==> config.mk <==
export PLATFORM = sky130hd
export DESIGN_NAME = cm0ik_rom_arb_flat
export DESIGN_NICKNAME = d
export VERILOG_FILES = /design/src/rtl/cm0ik_rom_arb_if.sv /design/src/rtl/cm0ik_rom_arb.sv /design/src/flat_wrapper.sv
export SDC_FILE = /design/constraint.sdc
export NUM_CORES = 1
export LEC_CHECK = 0
export CORE_MARGIN = 2
export CORE_UTILIZATION = 45
export DETAILED_ROUTE_END_ITERATION = 16
export GPL_ROUTABILITY_DRIVEN = 1
export PLACE_DENSITY_LB_ADDON = 0.08
export SYNTH_ARGS = -nofsm -noshare
export SYNTH_HDL_FRONTEND = slang
export SYNTH_SLANG_ARGS = --single-unit
==> constraint.sdc <==
create_clock -name HCLK -period 3.3 [get_ports HCLK]
set_input_delay 0.99 -clock HCLK [delete_from_list [all_inputs] [get_ports HCLK]]
set_output_delay 0.99 -clock HCLK [all_outputs]
set_load 0.01 [all_outputs]
==> src/rtl/cm0ik_rom_arb_if.sv <==
// AHB-Lite bundle around the ROM arbiter: two upstream ports (S0, S1) and the ROM-side port (M).
// The slave modport is the arbiter's view; the master modport is the environment's view.
interface cm0ik_rom_arb_if;
  logic        HSELS0;
  logic        HSELS1;
  logic [31:0] HADDRS0;
  logic [31:0] HADDRS1;
  logic [1:0]  HTRANSS0;
  logic [1:0]  HTRANSS1;
  logic        HWRITES0;
  logic        HWRITES1;
  logic        HREADYS0;
  logic        HREADYS1;
  logic [31:0] HRDATAS0;
  logic [31:0] HRDATAS1;
  logic        HREADYOUTS0;
  logic        HREADYOUTS1;
  logic        HRESPS0;
  logic        HRESPS1;

  logic        HSELM;
  logic [31:0] HADDRM;
  logic [1:0]  HTRANSM;
  logic        HREADYM;
  logic [31:0] HRDATAM;
  logic        HREADYOUTM;
  logic        HRESPM;

  modport slave (
    input  HSELS0, HSELS1, HADDRS0, HADDRS1, HTRANSS0, HTRANSS1,
           HWRITES0, HWRITES1, HREADYS0, HREADYS1,
           HRDATAM, HREADYOUTM, HRESPM,
    output HRDATAS0, HRDATAS1, HREADYOUTS0, HREADYOUTS1, HRESPS0, HRESPS1,
           HSELM, HADDRM, HTRANSM, HREADYM
  );

  modport master (
    output HSELS0, HSELS1, HADDRS0, HADDRS1, HTRANSS0, HTRANSS1,
           HWRITES0, HWRITES1, HREADYS0, HREADYS1,
           HRDATAM, HREADYOUTM, HRESPM,
    input  HRDATAS0, HRDATAS1, HREADYOUTS0, HREADYOUTS1, HRESPS0, HRESPS1,
           HSELM, HADDRM, HTRANSM, HREADYM
  );
endinterface

==> src/rtl/cm0ik_rom_arb.sv <==
// Two-port AHB-Lite arbiter in front of the ROM: losing reads are pended and replayed from a register
// (one extra data cycle per winner ahead), writes are answered locally with a two-cycle ERROR.
module cm0ik_rom_arb #(
  parameter int ADDRWIDTH = 32,
  parameter bit PRIORITY  = 1'b0
) (
  input logic            HCLK,
  input logic            HRESETn,
  cm0ik_rom_arb_if.slave bus
);

  localparam logic [1:0] TRANS_IDLE   = 2'b00;
  localparam logic [1:0] TRANS_NONSEQ = 2'b10;

  typedef enum logic [1:0] {OWN_NONE, OWN_S0, OWN_S1} own_t;
  typedef enum logic [1:0] {ERR_IDLE, ERR_1, ERR_2} err_t;

  own_t                 dp_own, dp_own_nxt;
  err_t                 err0, err1, err0_nxt, err1_nxt;
  logic                 pend0, pend1, pend0_nxt, pend1_nxt;
  logic [ADDRWIDTH-1:0] pend_addr0, pend_addr1, pend_addr0_nxt, pend_addr1_nxt;
  logic                 last_grant, last_grant_nxt;
  logic [31:0]          haddr_q, haddr_nxt;

  logic                 req0, req1, rd0, rd1, wr0, wr1, eff0, eff1;
  logic                 grant, issue;
  logic [ADDRWIDTH-1:0] addr_sel;
  logic [31:0]          addr_ext;
  logic                 unused_bits;

  assign req0 = bus.HSELS0 & bus.HTRANSS0[1] & bus.HREADYS0;
  assign req1 = bus.HSELS1 & bus.HTRANSS1[1] & bus.HREADYS1;
  assign rd0  = req0 & ~bus.HWRITES0;
  assign rd1  = req1 & ~bus.HWRITES1;
  assign wr0  = req0 & bus.HWRITES0;
  assign wr1  = req1 & bus.HWRITES1;
  assign eff0 = pend0 | rd0;
  assign eff1 = pend1 | rd1;

  assign unused_bits = ^{bus.HTRANSS0[0], bus.HTRANSS1[0], bus.HADDRS0, bus.HADDRS1};

  // grant: 0 = S0, 1 = S1; round-robin picks the port that did not win last
  always_comb begin
    grant = eff1;
    if (eff0 && eff1) begin
      grant = PRIORITY ? 1'b0 : ~last_grant;
    end
  end

  // Reset is folded in so nothing reaches the ROM while the arbiter is held in reset
  assign issue = HRESETn & bus.HREADYOUTM & (eff0 | eff1);

  always_comb begin
    if (grant) begin
      addr_sel = pend1 ? pend_addr1 : bus.HADDRS1[ADDRWIDTH-1:0];
    end else begin
      addr_sel = pend0 ? pend_addr0 : bus.HADDRS0[ADDRWIDTH-1:0];
    end
    addr_ext                  = '0;
    addr_ext[ADDRWIDTH-1:0]   = addr_sel;
  end

  always_ff @(posedge HCLK or negedge HRESETn) begin
    if (!HRESETn) begin
      dp_own     <= OWN_NONE;
      err0       <= ERR_IDLE;
      err1       <= ERR_IDLE;
      pend0      <= 1'b0;
      pend1      <= 1'b0;
      pend_addr0 <= '0;
      pend_addr1 <= '0;
      last_grant <= 1'b1;
      haddr_q    <= '0;
    end else begin
      dp_own     <= dp_own_nxt;
      err0       <= err0_nxt;
      err1       <= err1_nxt;
      pend0      <= pend0_nxt;
      pend1      <= pend1_nxt;
      pend_addr0 <= pend_addr0_nxt;
      pend_addr1 <= pend_addr1_nxt;
      last_grant <= last_grant_nxt;
      haddr_q    <= haddr_nxt;
    end
  end

  always_comb begin
    pend0_nxt      = pend0;
    pend1_nxt      = pend1;
    pend_addr0_nxt = pend_addr0;
    pend_addr1_nxt = pend_addr1;
    dp_own_nxt     = dp_own;
    last_grant_nxt = last_grant;
    haddr_nxt      = haddr_q;

    if (issue && !grant) begin
      pend0_nxt = 1'b0;
    end else if (rd0 && !pend0) begin
      pend0_nxt      = 1'b1;
      pend_addr0_nxt = bus.HADDRS0[ADDRWIDTH-1:0];
    end

    if (issue && grant) begin
      pend1_nxt = 1'b0;
    end else if (rd1 && !pend1) begin
      pend1_nxt      = 1'b1;
      pend_addr1_nxt = bus.HADDRS1[ADDRWIDTH-1:0];
    end

    if (bus.HREADYOUTM) begin
      dp_own_nxt = issue ? (grant ? OWN_S1 : OWN_S0) : OWN_NONE;
    end

    if (issue) begin
      last_grant_nxt = grant;
      haddr_nxt      = addr_ext;
    end

    // A new write may land in ERR_2 because the port is ready again there
    case (err0)
      ERR_1:   err0_nxt = ERR_2;
      default: err0_nxt = wr0 ? ERR_1 : ERR_IDLE;
    endcase
    case (err1)
      ERR_1:   err1_nxt = ERR_2;
      default: err1_nxt = wr1 ? ERR_1 : ERR_IDLE;
    endcase
  end

  always_comb begin
    bus.HRDATAS0 = bus.HRDATAM;
    bus.HRDATAS1 = bus.HRDATAM;
    bus.HSELM    = issue;
    bus.HTRANSM  = issue ? TRANS_NONSEQ : TRANS_IDLE;
    bus.HADDRM   = issue ? addr_ext : haddr_q;
    bus.HREADYM  = bus.HREADYOUTM;

    if (dp_own == OWN_S0) begin
      bus.HREADYOUTS0 = bus.HREADYOUTM;
      bus.HRESPS0     = bus.HRESPM;
    end else if (pend0 || err0 == ERR_1) begin
      bus.HREADYOUTS0 = 1'b0;
      bus.HRESPS0     = (err0 == ERR_1);
    end else begin
      bus.HREADYOUTS0 = 1'b1;
      bus.HRESPS0     = (err0 == ERR_2);
    end

    if (dp_own == OWN_S1) begin
      bus.HREADYOUTS1 = bus.HREADYOUTM;
      bus.HRESPS1     = bus.HRESPM;
    end else if (pend1 || err1 == ERR_1) begin
      bus.HREADYOUTS1 = 1'b0;
      bus.HRESPS1     = (err1 == ERR_1);
    end else begin
      bus.HREADYOUTS1 = 1'b1;
      bus.HRESPS1     = (err1 == ERR_2);
    end
  end

endmodule
==> src/flat_wrapper.sv <==
// flat-port wrapper written by rule: the top's interface ports become plain ports
module cm0ik_rom_arb_flat 
#(
  parameter int ADDRWIDTH = 32,
  parameter bit PRIORITY  = 1'b0
)
  (HCLK, HRESETn, bus_HSELS0, bus_HSELS1, bus_HADDRS0, bus_HADDRS1, bus_HTRANSS0, bus_HTRANSS1, bus_HWRITES0, bus_HWRITES1, bus_HREADYS0, bus_HREADYS1, bus_HRDATAM, bus_HREADYOUTM, bus_HRESPM, bus_HRDATAS0, bus_HRDATAS1, bus_HREADYOUTS0, bus_HREADYOUTS1, bus_HRESPS0, bus_HRESPS1, bus_HSELM, bus_HADDRM, bus_HTRANSM, bus_HREADYM);
  cm0ik_rom_arb_if bus_i ();
  input logic HCLK;
  input logic HRESETn;
  input wire logic [$bits(bus_i.HSELS0)-1:0] bus_HSELS0;
  input wire logic [$bits(bus_i.HSELS1)-1:0] bus_HSELS1;
  input wire logic [$bits(bus_i.HADDRS0)-1:0] bus_HADDRS0;
  input wire logic [$bits(bus_i.HADDRS1)-1:0] bus_HADDRS1;
  input wire logic [$bits(bus_i.HTRANSS0)-1:0] bus_HTRANSS0;
  input wire logic [$bits(bus_i.HTRANSS1)-1:0] bus_HTRANSS1;
  input wire logic [$bits(bus_i.HWRITES0)-1:0] bus_HWRITES0;
  input wire logic [$bits(bus_i.HWRITES1)-1:0] bus_HWRITES1;
  input wire logic [$bits(bus_i.HREADYS0)-1:0] bus_HREADYS0;
  input wire logic [$bits(bus_i.HREADYS1)-1:0] bus_HREADYS1;
  input wire logic [$bits(bus_i.HRDATAM)-1:0] bus_HRDATAM;
  input wire logic [$bits(bus_i.HREADYOUTM)-1:0] bus_HREADYOUTM;
  input wire logic [$bits(bus_i.HRESPM)-1:0] bus_HRESPM;
  output wire logic [$bits(bus_i.HRDATAS0)-1:0] bus_HRDATAS0;
  output wire logic [$bits(bus_i.HRDATAS1)-1:0] bus_HRDATAS1;
  output wire logic [$bits(bus_i.HREADYOUTS0)-1:0] bus_HREADYOUTS0;
  output wire logic [$bits(bus_i.HREADYOUTS1)-1:0] bus_HREADYOUTS1;
  output wire logic [$bits(bus_i.HRESPS0)-1:0] bus_HRESPS0;
  output wire logic [$bits(bus_i.HRESPS1)-1:0] bus_HRESPS1;
  output wire logic [$bits(bus_i.HSELM)-1:0] bus_HSELM;
  output wire logic [$bits(bus_i.HADDRM)-1:0] bus_HADDRM;
  output wire logic [$bits(bus_i.HTRANSM)-1:0] bus_HTRANSM;
  output wire logic [$bits(bus_i.HREADYM)-1:0] bus_HREADYM;
  assign bus_i.HSELS0 = bus_HSELS0;
  assign bus_i.HSELS1 = bus_HSELS1;
  assign bus_i.HADDRS0 = bus_HADDRS0;
  assign bus_i.HADDRS1 = bus_HADDRS1;
  assign bus_i.HTRANSS0 = bus_HTRANSS0;
  assign bus_i.HTRANSS1 = bus_HTRANSS1;
  assign bus_i.HWRITES0 = bus_HWRITES0;
  assign bus_i.HWRITES1 = bus_HWRITES1;
  assign bus_i.HREADYS0 = bus_HREADYS0;
  assign bus_i.HREADYS1 = bus_HREADYS1;
  assign bus_i.HRDATAM = bus_HRDATAM;
  assign bus_i.HREADYOUTM = bus_HREADYOUTM;
  assign bus_i.HRESPM = bus_HRESPM;
  assign bus_HRDATAS0 = bus_i.HRDATAS0;
  assign bus_HRDATAS1 = bus_i.HRDATAS1;
  assign bus_HREADYOUTS0 = bus_i.HREADYOUTS0;
  assign bus_HREADYOUTS1 = bus_i.HREADYOUTS1;
  assign bus_HRESPS0 = bus_i.HRESPS0;
  assign bus_HRESPS1 = bus_i.HRESPS1;
  assign bus_HSELM = bus_i.HSELM;
  assign bus_HADDRM = bus_i.HADDRM;
  assign bus_HTRANSM = bus_i.HTRANSM;
  assign bus_HREADYM = bus_i.HREADYM;
  cm0ik_rom_arb #(.ADDRWIDTH(ADDRWIDTH), .PRIORITY(PRIORITY)) u_core (.HCLK(HCLK), .HRESETn(HRESETn), .bus(bus_i));
endmodule
Yosys cells after proc, flatten, opt, wreduce, memory -nomap -nowiden --
Cells that the tools add are included.
Word-level totals: register bits after elaboration 105, output and inout bits 104, word-level logic and storage cells 71
Operators by class: equal/unequal tests 6, multiplexer cells 24, bitwise logic cells 18, reductions and logical operators 14
Operators with widths (count):
- $mux W32 | 4
- $mux W1 | 15
- $and A1 B1 Y1 | 10
- $mux W2 | 5
- $eq A2 B1 Y1 const B | 3
- $eq A2 B2 Y1 const B | 3
- $logic_and A1 B1 Y1 | 5
- $not A1 Y1 | 5
- $reduce_and A2 Y1 | 2
- $reduce_bool A2 Y1 | 2
- $logic_not A1 Y1 | 3
- $or A1 B1 Y1 | 3
- $logic_or A1 B1 Y1 | 2

Depth between registers and ports, before layout --
depth in word-level cells 10, mapped depth 6, gate-level depth less buffers 4

Worst setup path after synthesis --
Ideal clock, no wire load.
path type input port to output port, start in bus_HWRITES0, end out bus_HADDRM[23], arrival time 2283 ps, path slack 27 ps, stages on the path 5, path buffers 1, path through nand4b_1 -> nor2b_1 -> a21oi_1 -> clkbuf_1 -> o221ai_1
On the way: elaborated cells on any way between the ends 9
RTL lines:
- start: declaration | RTL line flat_wrapper.sv:17 | input wire logic [$bits(bus_i.HWRITES0)-1:0] bus_HWRITES0;
- $not A1 Y1 | RTL line cm0ik_rom_arb.sv:33 | assign rd0 = req0 & ~bus.HWRITES0;
- $and A1 B1 Y1 | RTL line cm0ik_rom_arb.sv:33
- $or A1 B1 Y1 | RTL line cm0ik_rom_arb.sv:37 | assign eff0 = pend0 | rd0;
- $or A1 B1 Y1 | RTL line cm0ik_rom_arb.sv:51 | assign issue = HRESETn & bus.HREADYOUTM & (eff0 | eff1);
- $and A1 B1 Y1 | RTL line cm0ik_rom_arb.sv:51
- via bus_HSELM | RTL line flat_wrapper.sv:30 | output wire logic [$bits(bus_i.HSELM)-1:0] bus_HSELM;
- $mux W32 | RTL line cm0ik_rom_arb.sv:135 | bus.HADDRM = issue ? addr_ext : haddr_q;
- end: declaration | RTL line flat_wrapper.sv:31 | output wire logic [$bits(bus_i.HADDRM)-1:0] bus_HADDRM;
The timed path passes the listed nets, and every way through them passes these cells.

Worst setup path in the final report --
start in bus_HWRITES0, end out bus_HADDRM[16]
On the way: longest elaborated chain between the ends 7, elaborated cells on any way between the ends 9
Ends and longest elaborated chain:
- $not A1 Y1 * | RTL line cm0ik_rom_arb.sv:33
- $and A1 B1 Y1 * | RTL line cm0ik_rom_arb.sv:33
- $or A1 B1 Y1 * | RTL line cm0ik_rom_arb.sv:37
- $logic_and A1 B1 Y1 | RTL line cm0ik_rom_arb.sv:45 | if (eff0 && eff1) begin
- $mux W1 | RTL line cm0ik_rom_arb.sv:45
- $mux W32 | RTL line cm0ik_rom_arb.sv:54 | if (grant) begin
- $mux W32 * | RTL line cm0ik_rom_arb.sv:135
Every way passes the cells marked *; elsewhere a longest branch is shown, timed or not.

==> results.py <==
metrics = {
    "outcome": {
        "status": "finished, violations left",
        "failed_checks": "setup timing",
    },
    "sta": {
        "finalCriticalPeriod_ns": 3.35,
        "skew_ns": 0.00712,
        "tns_ns": -0.328,
        "slew_violations": 0,
        "hold_viol": 0,
        "setup_slack_ns": -0.0465,
        "relSlewSlack_pct": 31.6,
        "finalCritPeriodShare_pct": 101,
        "tightest_slew_ns": 1.03,
        "finalSetupViolCount": 21,
        "rsz0062_at_grt": "yes",
        "fmax_mhz": 299,
    },
    "synth": {
        "yosysMostFrequentCell": "dfrtp_1",
        "synth_cells": 469,
        "netlist.top_cell.by_area": "dfrtp_1",
        "synthArstFlopShare_pct": 100,
        "mappedNetlistArea_um2": 5610,
        "synth_commonest_cells": "dfrtp_1, buf_4, mux2_2",
        "ys_ff_latch": 105,
        "synthFlopType": "dfrtp_1",
        "yosys.area.top_type_share_pct": 46.4,
        "synth.area.top_cells": "dfrtp_1, mux2_2, buf_4",
        "synth_nets": 579,
        "ys_warn_count": 0,
        "syn_avg_cell_area_um2": 12.0,
        "seq_area_frac_synth_pct": 46.8,
        "synth_enable_flop_cells": 0,
        "yosysUniqueCellTypes": 32,
    },
    "placement": {
        "numPortBuffers": 114,
        "routabilityCongestion": 0.817,
        "hpwl_um": 8500,
        "post-place-ws_ns": -0.945,
    },
    "cells_and_area": {
        "syn2layout_area_growth_pct": 42.1,
        "multiInputGateArea_um2": 2960,
        "drive_gt1_share_pct": 49.5,
        "antenna_cells": 0,
        "utilization_pct": 65.9,
        "fill_cells": 921,
        "nets": 656,
        "layout.area.seq_um2": 2630,
    },
    "route": {
        "vias_per_cell": 5.30,
        "dr.pass1.iters": 4,
        "dr_total_vias": 3810,
        "totalWireLength_um": 14900,
        "drtIter0Drc": 128,
        "detail_route.drc_violations": 0,
        "ant_nets": 0,
        "wl_per_cell_um": 20.7,
    },
    "clock_tree": {
        "cts-root-buf": "clkbuf_16",
        "cts_hold_buf": 0,
        "cts_tree": "built",
        "numCtsBuffers": 9,
        "cts_max_level": 3,
        "clock-sinks": 105,
        "clock_path_buffers": 2,
        "clk_pin_slew_ns": 0.07,
        "clk_latency_ns": 0.35,
    },
    "setup_path": {
        "crit_path_start_kind": "input pin",
        "critical_path.endpoint_type": "output port",
        "cp_max_fo": 7,
        "worstPathRequired_ns": 2.31,
        "worstPathArrival_ns": 2.36,
        "worstSetupPathType": "input pin to output port",
        "r2r_cells": 9,
    },
    "die": {
        "fp-row-count": 40,
        "die_w_um": 116,
        "die_h_um": 116,
        "ios": 214,
        "core-area_um2": 12100,
        "initial_utilization_pct": 46.4,
        "die-area_um2": 13400,
    },
    "grt": {
        "grt_overflow": 0,
        "antenna_found_initial": 0,
        "grt_pass1_vias": 4022,
        "grt_usage_pct": 21.8,
        "grt_start_max_net_pins": 79,
        "grt_pass1_wl_um": 21800,
    },
    "power_and_ir_drop": {
        "ir_drop_mv": 0.387,
        "leakage_uw": 0.00340,
        "power.density_nw_per_um2": 625,
    },
    "flow_run": {
        "maxCapViolCount": 0,
    },
    "worst_hold_path": {
        "hold_depth": 1,
        "min_path_type": "flop to flop",
    },
}
==> what timing repair did <==
action                     CTS  global route
pin swaps                   16            23
cloned                       6             5
buffers inserted            14             4
resized for setup          236            75
setup endpoints to repair   36            32
hold endpoints to repair     0             0
==> state kept, by name (all words and copies together), names as in the netlist <==
name,count
u_core.dp_own,2
u_core.err0,2
u_core.err1,2
u_core.haddr_q,32
u_core.last_grant,1
u_core.pend0,1
u_core.pend1,1
u_core.pend_addr0,32
u_core.pend_addr1,32
==> final timing paths <==
path | slack [ns] | end | start
setup / recovery | -0.05 | bus_HADDRM[16] | bus_HWRITES0
setup reg to reg | 0.91 | u_core.pend_addr0[3]$_DFFE_PN0P_ | u_core.last_grant$_DFFE_PN1N_
min in group asynchronous | 0.67 | u_core.haddr_q[8]$_DFF_PN0_ | HRESETn
max in group asynchronous | 1.21 | u_core.pend0$_DFFE_PN0P_ | HRESETn
hold reg to reg | 0.50 | u_core.pend_addr0[4]$_DFFE_PN0P_ | u_core.pend_addr0[4]$_DFFE_PN0P_
hold / removal | 0.50 | u_core.pend_addr0[4]$_DFFE_PN0P_ | u_core.pend_addr0[4]$_DFFE_PN0P_
==> per-stage QoR <==
stage | instance area (um^2) | std cells | hold WS [ns] | total power, uW
floorplan | 5610 | 469 | 0.459 | 2770
detailed placement | 6580 | 678 | 0.483 | 3390
global placement | 6580 | 678 | 0.471 | 3350
finish | 7980 | 719 | 0.501 | 4990
CTS | 7380 | 713 | 0.500 | 4590
global route | 7980 | 719 | 0.505 | 5240
==> where the power goes <==
group          internal, uW  switching, uW
Clock                   591            481
Sequential             1700            186
Combinational          1180            849
==> cell type report <==
cell class	instances	area share, %
Clock inverter	4	0.674
Tap cell	168	2.63
Sequential cell	105	33.0
Clock buffer	12	2.96
Multi-Input combinational cell	228	37.1
Timing Repair Buffer	163	21.8
Inverter	39	1.83
==> layer usage <==
metal,GRT usage (%),vias up,part of all wire (%)
met5,0,-,0
met4,5.95,0,1.3
met3,6.54,28,5.0
met2,35.4,85,49
met1,28.7,1952,45
li1,-,1745,-
==> kinds of logic after synthesis <==
| kind of cell | Yosys count | share of synthesized area (%) |
|---|---|---|
| and+or+nand+nor | 56 | 5.30 |
| other | 1 | 0.0668 |
| DFF | 105 | 46.8 |
| AOI/OAI and AO/OA | 43 | 6.60 |
| muxes | 128 | 27.0 |
| buffers and inverters | 136 | 14.2 |
==> cells in the final DEF, fill, tap and decap left out, types with 3 or more instances in the layout <==
cell / n
nand3_4: 6
nand2_1: 5
buf_6: 29
clkbuf_16: 13
mux2i_1: 32
buf_16: 4
dfrtp_1: 102
mux2_4: 30
clkdlybuf4s50_1: 70
inv_1: 39
buf_4: 24
mux2_2: 65
clkbuf_1: 3
o221ai_2: 4
o221ai_4: 28
o21ai_0: 3
buf_2: 19
nand3_1: 6
buf_12: 9
nand3_2: 20
==> worst max-delay path: stages <==
cell       delay [ns]
buf_6            0.09
nand4b_1         0.25
buf_4            0.20
buf_4            0.14
nand2b_4         0.14
clkbuf_16        0.19
nand3_2          0.10
o221ai_4         0.08
buf_2            0.16
Power figures use the tool's default switching activity.
